`src/rtl/enoc_injection_queue.sv`:
```
// enoc_injection_queue: FWFT injection buffer from a traffic node into local network port 0,
// with saturating delivered-word and stall-cycle statistics.
module enoc_injection_queue #(
   parameter int DATA_WIDTH = 32,
   parameter int DEPTH      = 4,
   parameter int CNT_WIDTH  = 16
) (
   input  logic                       clk,
   input  logic                       reset,
   input  logic [DATA_WIDTH-1:0]      i_data,
   input  logic                       i_data_val,
   output logic                       o_en,
   output logic [DATA_WIDTH-1:0]      o_data,
   output logic                       o_data_val,
   input  logic                       i_en,
   input  logic                       i_flush,
   output logic [$clog2(DEPTH):0]     o_count,
   output logic [CNT_WIDTH-1:0]       o_sent_cnt,
   output logic [CNT_WIDTH-1:0]       o_stall_cnt
);
   localparam int AW = $clog2(DEPTH);
   localparam int CW = AW + 1;

   logic [DATA_WIDTH-1:0] mem_q [DEPTH];
   logic [AW-1:0]         wr_ptr_q, wr_ptr_d, rd_ptr_q, rd_ptr_d;
   logic [CW-1:0]         count_q, count_d;
   logic [CNT_WIDTH-1:0]  sent_q, sent_d, stall_q, stall_d;
   logic                  push, pop;

   assign o_en        = (count_q < CW'(DEPTH)) & ~i_flush;
   assign o_data_val  = count_q != '0;
   assign o_data      = mem_q[rd_ptr_q];
   assign o_count     = count_q;
   assign o_sent_cnt  = sent_q;
   assign o_stall_cnt = stall_q;
   assign push        = i_data_val & o_en;
   assign pop         = o_data_val & i_en;

   // Flush blocks push via o_en, so aligning rd to the unchanged wr empties the queue.
   always_comb begin
      wr_ptr_d = push ? wr_ptr_q + AW'(1) : wr_ptr_q;
      rd_ptr_d = i_flush ? wr_ptr_q : (pop ? rd_ptr_q + AW'(1) : rd_ptr_q);
      count_d  = i_flush ? '0 : count_q + CW'(push) - CW'(pop);
      sent_d   = (pop && sent_q != '1) ? sent_q + CNT_WIDTH'(1) : sent_q;
      stall_d  = (o_data_val && !i_en && stall_q != '1) ? stall_q + CNT_WIDTH'(1) : stall_q;
   end

   always_ff @(posedge clk or posedge reset) begin
      if (reset) begin
         wr_ptr_q <= '0;
         rd_ptr_q <= '0;
         count_q  <= '0;
         sent_q   <= '0;
         stall_q  <= '0;
      end else begin
         wr_ptr_q <= wr_ptr_d;
         rd_ptr_q <= rd_ptr_d;
         count_q  <= count_d;
         sent_q   <= sent_d;
         stall_q  <= stall_d;
      end
   end

   always_ff @(posedge clk) begin
      if (push) mem_q[wr_ptr_q] <= i_data;
   end
endmodule

```
`config.mk`:
```
export PLATFORM = sky130hd
export DESIGN_NAME = enoc_injection_queue
export DESIGN_NICKNAME = d
export VERILOG_FILES = /design/src/rtl/enoc_injection_queue.sv
export SDC_FILE = /design/constraint.sdc
export NUM_CORES = 1
export LEC_CHECK = 0
export ABC_AREA = 1
export BUFFER_PORTS_ARGS = -buffer_cell sky130_fd_sc_hd__buf_2
export CORE_UTILIZATION = 50
export DETAILED_ROUTE_END_ITERATION = 16
export PLACE_DENSITY = 0.71
export SLEW_MARGIN = 25
export SYNTH_ARGS = -nofsm -noshare
export SYNTH_HDL_FRONTEND = slang
export SYNTH_SLANG_ARGS = --single-unit
```
`constraint.sdc`:
```
create_clock -name clk -period 3.3 [get_ports clk]
set_input_delay 0.495 -clock clk [delete_from_list [all_inputs] [get_ports clk]]
set_output_delay 0.495 -clock clk [all_outputs]
set_load 0.005 [all_outputs]
```
# Word level (Yosys, flattened, before mapping)
# Memory sizes are Yosys's and may differ from the RTL's.
# Cells that the tools add are included.
# classes
add_sub_neg	6
n_eq_ne	2
reduce_logical	6
bitwise_logic	4
n_mux	5
magnitude_cmp	1
# op_table
operator	n
16-bit by 1-bit adder with 16-bit output (second input constant)	2
16-bit != test (second input constant)	2
2-bit by 1-bit adder with 2-bit output (second input constant)	2
2-bit two-way mux	2
3-bit by 1-bit adder with 3-bit output	1
1-bit bitwise AND	3
1-bit logical AND	3
3-bit < comparator (second input constant)	1
3-bit two-way mux	1
3-bit nonzero test	1
3-bit by 1-bit subtractor with 3-bit output	1
1-bit two-way mux	2
2-bit nonzero test	1
1-bit zero test	1
1-bit inverter	1
# totals
inputBits	37
output_inout_bits	69
word_cells	30
reg_bits	39
mem_count	1
ram_bits	128
# memory_table
memory	depth	word_bits	rd	rd_clocked_by_memory_dff	wr	line	rtl
mem_q	4	32	1	0	1	24	logic [DATA_WIDTH-1:0] mem_q [DEPTH];

# Longest topological paths before layout
# Gate-level depths: netlist of run 1.
# depth
depth_word	6
depth_mapped	11
depth_no_buf	11

# Worst setup path after synthesis of run 1
# No wires, ideal clock.
# synth_path
path_type	input to register
startpoint	in i_flush
endpoint	mem mem_q[0][0], enable pin
n_path_buf	0
cell_stages	3
arrival_ps	2218
t_required_ps	2879
path_slack_ps	661
setup_ps	421
cell_sequence	nor2_1 -> nand2_1 -> nor2_1
# synth_between
elab_chain_cells	5
# synth_rtl
item	line	rtl
start, declared	16	input logic i_flush,
1-bit inverter	30	assign o_en = (count_q < CW'(DEPTH)) & ~i_flush;
1-bit bitwise AND	30	
1-bit bitwise AND	36	assign push = i_data_val & o_en;
1-bit two-way mux	65	if (push) mem_q[wr_ptr_q] <= i_data;
1-bit two-way mux (implied by the code)	65	
end, declared	24	
# No other way between the ends.

# Final worst setup path of run 1
# layout_path
startpoint	reg rd_ptr_q[0]
endpoint	out o_data[9]
# layout_between
elab_chain_cells	1
# layout_rtl
item	line	rtl
start, declared	25	logic [AW-1:0] wr_ptr_q, wr_ptr_d, rd_ptr_q, rd_ptr_d;
start signal, assigned	57	rd_ptr_q <= rd_ptr_d;
memory read 4 x 32 bit	-	
end, declared	13	output logic [DATA_WIDTH-1:0] o_data,
# No other way between the ends.

==> impl_metrics.py, run 1 <==
metrics = {
    "synthesis": {
        "synthCells": 656,
        "avgSynthCellArea_um2": 11.0,
        "yosysWarnings": 0,
        "synth_top_area_share": 0.533,
        "synth-edff-count": 128,
        "ys_seq_elements": 167,
        "synth_area_um2": 7210,
        "synth_fp_nets": 702,
        "synth.top_cells.by_area": "edfxtp_1 53%, dfrtp_1 14%, nand2_1 6.7%",
        "synthFlopType": "edfxtp_1",
        "ys_types": 25,
        "ys_seq_area_frac": 0.669,
        "synth-async-reset-ratio": 0.234,
        "yosysTopAreaCell": "edfxtp_1",
    },
    "die": {
        "fp-row-count": 43,
        "floorplan.initialDensity": 0.515,
        "fp.dieH_um": 122,
        "core_area_um2": 14000,
        "pin_count": 106,
        "die_area_um2": 14900,
        "die_width_um": 122,
    },
    "placement": {
        "dpl.hpwl_um": 9530,
        "port_buffers": 105,
        "routabilityCongestion": 0.856,
    },
    "cts": {
        "cts-root-buf": "clkbuf_16",
        "hold_buffers": 0,
        "clock_sinks": 167,
        "numCtsBuffers": 17,
        "cts_setup_buffers": 0,
        "clkLatencyLatePin_ns": 0.43,
        "cts.repair.resized": 0,
        "clk_pin_slew_worst_paths_ns": 0.07,
        "clock_path_buffers": 2,
        "htree_levels": 4,
        "tritoncts": "done",
    },
    "routing": {
        "num_vias": 5118,
        "drc": 0,
        "ant_nets": 0,
        "wl_per_cell_um": 15.5,
        "drt-pass1-iter-count": 7,
        "viasPerCell": 5.33,
        "wl_um": 14900,
        "drtIter0Drc": 519,
    },
    "critical_path": {
        "cp_max_fo": 54,
        "worstSetupPathType": "reg2out",
        "worstSetupStartpoint": "rd_ptr_q[0]",
        "ff2ff_setup_slack_ns": 1.04,
        "arrival_ns": 2.13,
        "worstReg2RegEnd": "o_count[2]",
        "critPathCapture": "o_data[9]",
        "reg2reg_depth": 9,
        "cp.required_ns": 2.80,
        "timing.rr.start": "o_count[2]",
        "endpoint_kind": "output pin",
        "startpoint_type": "flip-flop",
    },
    "global_routing": {
        "grt_max_degree": 67,
        "grt_first_pass_wirelength_um": 24000,
        "antenna_found_initial": 0,
        "grt_pass1_vias": 4887,
        "grt-ovfl-total": 0,
        "track_usage": 0.215,
    },
    "timing": {
        "fmax_mhz": 381,
        "maxSlewViolCount": 0,
        "setup_viol_count_final": 0,
        "finalHoldViolCount": 0,
        "relSlewSlack": 0.411,
        "rsz0062_at_grt": "false",
        "fin_skew_ns": 0.00730,
        "min_period_ns": 2.63,
        "worstMarginPinSlew_ns": 0.882,
        "fin_tns_setup_ns": 0,
        "min_period_over_period": 0.796,
    },
    "layout": {
        "area_growth_pct": 19.2,
        "antenna-diode-count": 0,
        "drive_above_1_share": 0.233,
        "fin_nets": 814,
        "fill_cells": 1108,
        "fin_util": 0.614,
    },
    "pwr": {
        "power_density_nw_per_um2": 782,
        "p_leak_nw": 3.38,
        "ir_drop_uv": 629,
    },
    "hold_path": {
        "hold_path_class": "in2async",
    },
    "run_status": {
        "status": "finished clean",
    },
    "run": {
        "cap_violations": 0,
    },
}
-- through the flow --
stage	hold slack (ns)	instance area, um2	cells	setup WS, ns	total power [mW]
4_1_cts	0.253	8590	961	0.638	6.78
2_1_floorplan	0.503	7210	656	0.661	3.95
6_report	0.237	8590	961	0.672	6.72
5_1_grt	0.252	8590	961	0.481	7.13
3_5_place_dp	0.507	7960	929	0.818	4.75
3_3_place_gp	0.499	7960	929	0.897	4.68
-- per-layer routing --
layer | GRT usage | vias to the layer above | part of all wire
met3 | 0.0585 | 23 | 0.047
met5 | 0 | - | 0
met4 | 0.0823 | 0 | 0.017
met1 | 0.273 | 2453 | 0.43
met2 | 0.351 | 143 | 0.50
li1 | - | 2499 | -
-- power breakdown --
group	switching, mW	total (mW)	internal [mW]
logic	1.24	1.97	0.722
registers	0.183	2.72	2.54
clock network	0.932	2.03	1.10
total	2.36	6.72	4.36
-- layout make-up --
cell class	instances	area, um2	share of cell area
Clock buffer	17	425	0.0495
Clock inverter	15	208	0.0242
Inverter	42	158	0.0183
Multi-Input combinational cell	423	2140	0.249
Sequential cell	167	4820	0.561
Tap cell	180	225	0.0262
Timing Repair Buffer	117	616	0.0716
-- state kept, by name (all words and copies together) (netlist names) --
| name | cells |
|---|---|
| mem_q | 128 |
| o_sent_cnt | 16 |
| o_stall_cnt | 16 |
| o_count | 3 |
| rd_ptr_q | 2 |
| wr_ptr_q | 2 |
-- worst min path at each step --
stage               startpoint              end  slack [ns]  depth (start not counted)
3_5_place_dp   o_stall_cnt[15]  o_stall_cnt[15]        0.51                          2
2_1_floorplan  o_stall_cnt[15]  o_stall_cnt[15]        0.50                          2
5_1_grt             i_data[15]     mem_q[1][15]        0.25                          1
6_report                 reset   o_sent_cnt[15]        0.24                          2
3_3_place_gp   o_stall_cnt[15]  o_stall_cnt[15]        0.50                          2
4_1_cts             i_data[25]     mem_q[1][25]        0.25                          1
-- logic make-up (layout without fill, tap and decap cells) --
family	after synthesis	count (layout)	synth area share
and+or+nand+nor	277	277	0.160
DFF	167	167	0.669
AOI/OAI and AO/OA	123	123	0.0986
buffers and inverters	66	191	0.0389
xor gates and xnor gates	14	14	0.0170
adders and majority gates	9	9	0.0167
-- cell usage after synthesis (all sizes together) (2+ instances only) --
cell	number
edfxtp	128
clkbuf	18
a21oi	2
o21ai	88
o22ai	32
nand4	13
inv	42
nand3	19
buf	6
nand2	132
xor2	4
ha	8
xnor2	10
dfrtp	39
nor2	113
-- placed cells by master (no fill, tap or decap), types with 3 or more instances in the layout --
master     count
o21ai_0       77
nand2_2        3
inv_8          4
xor2_1         4
clkinv_8       6
nor2_4         8
xnor2_1       10
buf_2        105
buf_4         12
clkinv_4       3
o22ai_1       32
inv_1         38
dfrtp_1       38
inv_2          4
edfxtp_1     128
ha_1           8
nand2_1      128
clkbuf_16     17
nand4_1       13
nor2_1       103
nand3_1       17
o21ai_2       11
-- critical path, stage by stage, from the launching register on --
cell and delay [ns]:
dfrtp_2 0.41, inv_2 0.62, buf_4 0.28, o21ai_0 0.08, o22ai_1 0.13, buf_2 0.14
No activity file was read; power rests on OpenSTA's default activity.
==> run 2, diff against run 1 <==
--- a/config.mk
+++ b/config.mk
@@ -9,7 +9,7 @@
 export BUFFER_PORTS_ARGS = -buffer_cell sky130_fd_sc_hd__buf_2
 export CORE_UTILIZATION = 50
 export DETAILED_ROUTE_END_ITERATION = 16
-export PLACE_DENSITY = 0.71
+export PLACE_DENSITY = 0.74
 export SLEW_MARGIN = 25
 export SYNTH_ARGS = -nofsm -noshare
 export SYNTH_HDL_FRONTEND = slang
==> constraint.sdc (replaced) <==
create_clock -name clk -period 2.4 [get_ports clk]
set_input_delay 0.36 -clock clk [delete_from_list [all_inputs] [get_ports clk]]
set_output_delay 0.36 -clock clk [all_outputs]
set_load 0.005 [all_outputs]
==> run 2 against run 1 <==
Clock power is 26% higher; design area is 0.22% lower; clock-buffer cell count stayed put; largest power group unchanged.
==> impl_metrics.py, run 2 (synthesis gave the netlist of run 1 again) <==
metrics = {
    "hold_path": {
        "hold_path_class": "in2async",
    },
    "placement": {
        "port_buffers": 105,
        "post-place-ws_ns": 0.240,
        "dp_cells": 933,
        "dpl.hpwl_um": 9930,
        "routabilityCongestion": 0.811,
        "placed_cell_area_um2": 8000,
    },
    "pwr": {
        "power.total_mw": 9.08,
        "p_leak_nw": 3.37,
        "power_density_nw_per_um2": 1060,
        "ir_drop_uv": 693,
    },
    "timing": {
        "fin_tns_setup_ns": 0,
        "worstMarginPinSlew_ns": 0.593,
        "maxSlewViolCount": 0,
        "fin_skew_ns": 0.00835,
        "finalHoldViolCount": 0,
        "rsz0062_at_grt": "false",
        "setup_viol_count_final": 0,
        "min_period_over_period": 0.951,
        "fin_ws_ns": 0.118,
        "min_period_ns": 2.28,
        "relSlewSlack": 0.604,
        "fmax_mhz": 438,
        "whs_ns": 0.0500,
    },
    "routing": {
        "top_layer": "met4",
        "wl_met3_um": 720,
        "drtIter0Drc": 326,
        "num_vias": 5215,
        "ant_nets": 0,
        "drc": 0,
        "dr_wl_met2_um": 7800,
        "drt-pass1-iter-count": 5,
        "wl_um": 15400,
        "wl_per_cell_um": 16.0,
        "viasPerCell": 5.40,
        "drt-met1-wl_um": 6550,
    },
    "cts": {
        "clock_path_buffers": 2,
        "numCtsBuffers": 17,
        "cts-root-buf": "clkbuf_16",
        "clk_pin_slew_worst_paths_ns": 0.06,
        "htree_levels": 4,
        "hold_buffers": 0,
        "cts_setup_buffers": 0,
        "tritoncts": "done",
        "clock_sinks": 167,
        "clkLatencyLatePin_ns": 0.42,
    },
    "layout": {
        "mostFrequentLayoutCells": "128 x nand2_1, 128 x edfxtp_1, 105 x buf_2",
        "largest_register_ff_count": 128,
        "fin_nets": 818,
        "fin_area_um2": 8570,
        "area_growth_pct": 18.9,
        "top_register": "mem_q",
        "drive_above_1_share": 0.237,
        "fin_cells": 966,
        "fin_util": 0.613,
    },
    "run": {
        "cap_violations": 0,
    },
    "critical_path": {
        "cp.required_ns": 2.04,
        "cp_max_fo": 25,
        "startpoint_type": "flip-flop",
        "critical-path-max-stage-delay_ns": 0.58,
        "arrival_ns": 1.92,
        "path_buf_inv": 2,
        "critical-path-top-delay-family": "flip-flops",
        "crit_slowest_cell": "dfrtp_1",
        "crit_path_cell_trace": "buf_4, o21ai_0, o22ai_1, buf_2",
        "endpoint_kind": "output pin",
        "worstSetupPathType": "reg2out",
    },
    "global_routing": {
        "grt_pass1_vias": 5055,
        "grt_max_degree": 67,
        "grt_first_pass_wirelength_um": 24600,
        "track_usage": 0.217,
        "grt-ovfl-total": 0,
        "antenna_found_initial": 1,
    },
    "die": {
        "fp.dieH_um": 122,
        "die_area_um2": 14900,
        "core_area_um2": 14000,
        "fp-row-count": 43,
        "floorplan.initialDensity": 0.515,
        "pin_count": 106,
        "die_width_um": 122,
    },
    "run_status": {
        "status": "finished clean",
    },
}
[run 2: changes by cell type in the layout (fill, tap and decap cells not counted), sizes merged]
cell / delta
clkinv: -3
buf: +4
inv: +1
bufinv: -1
clkinvlp: +3
diode: +1
[run 2: what timing repair did]
| item | CTS | global route |
|---|---|---|
| setup endpoints to repair | 0 | 6 |
| gates resized for setup | 0 | 1 |
| endpoints found under the hold margin | 0 | 0 |
[run 2: path summary, 6_finish.rpt]
path	start	endpoint	slack, ns	cells after the start
worst max-delay path	rd_ptr_q[1]	o_data[23]	0.12	4
worst min-delay path	reset	o_sent_cnt[11]	0.05	3
worst max register to register	o_count[1]	o_count[2]	0.22	11
worst min register to register	o_stall_cnt[8]	o_stall_cnt[8]	0.54	1
max in group asynchronous	reset	rd_ptr_q[0]	1.98	3
min in group clk	i_data[28]	mem_q[3][28]	0.15	1
[run 2: metal layers]
layer | GRT usage | up-vias
met5 | 0 | -
met4 | 0.101 | 0
met3 | 0.0426 | 39
met2 | 0.358 | 161
met1 | 0.277 | 2518
li1 | - | 2497
[run 2: tightest hold or removal path: stages]
cell	delay, ns
buf_2	0.09
inv_1	0.04
buf_4	0.42
[run 2: final cells by class]
class	instances	area, um2
Fill cell	1125	5420
Timing Repair Buffer	121	662
Multi-Input combinational cell	423	2140
Clock buffer	17	425
Tap cell	180	225
Antenna cell	1	2.50
Clock inverter	15	140
Inverter	42	158
Sequential cell	167	4820
[run 2: power by group]
| group | switching [mW] | leakage [nW] | internal (mW) |
|---|---|---|---|
| sequential | 0.281 | 1.68 | 3.49 |
| combinational | 1.72 | 1.42 | 1.04 |
| clock | 1.18 | 0.270 | 1.37 |
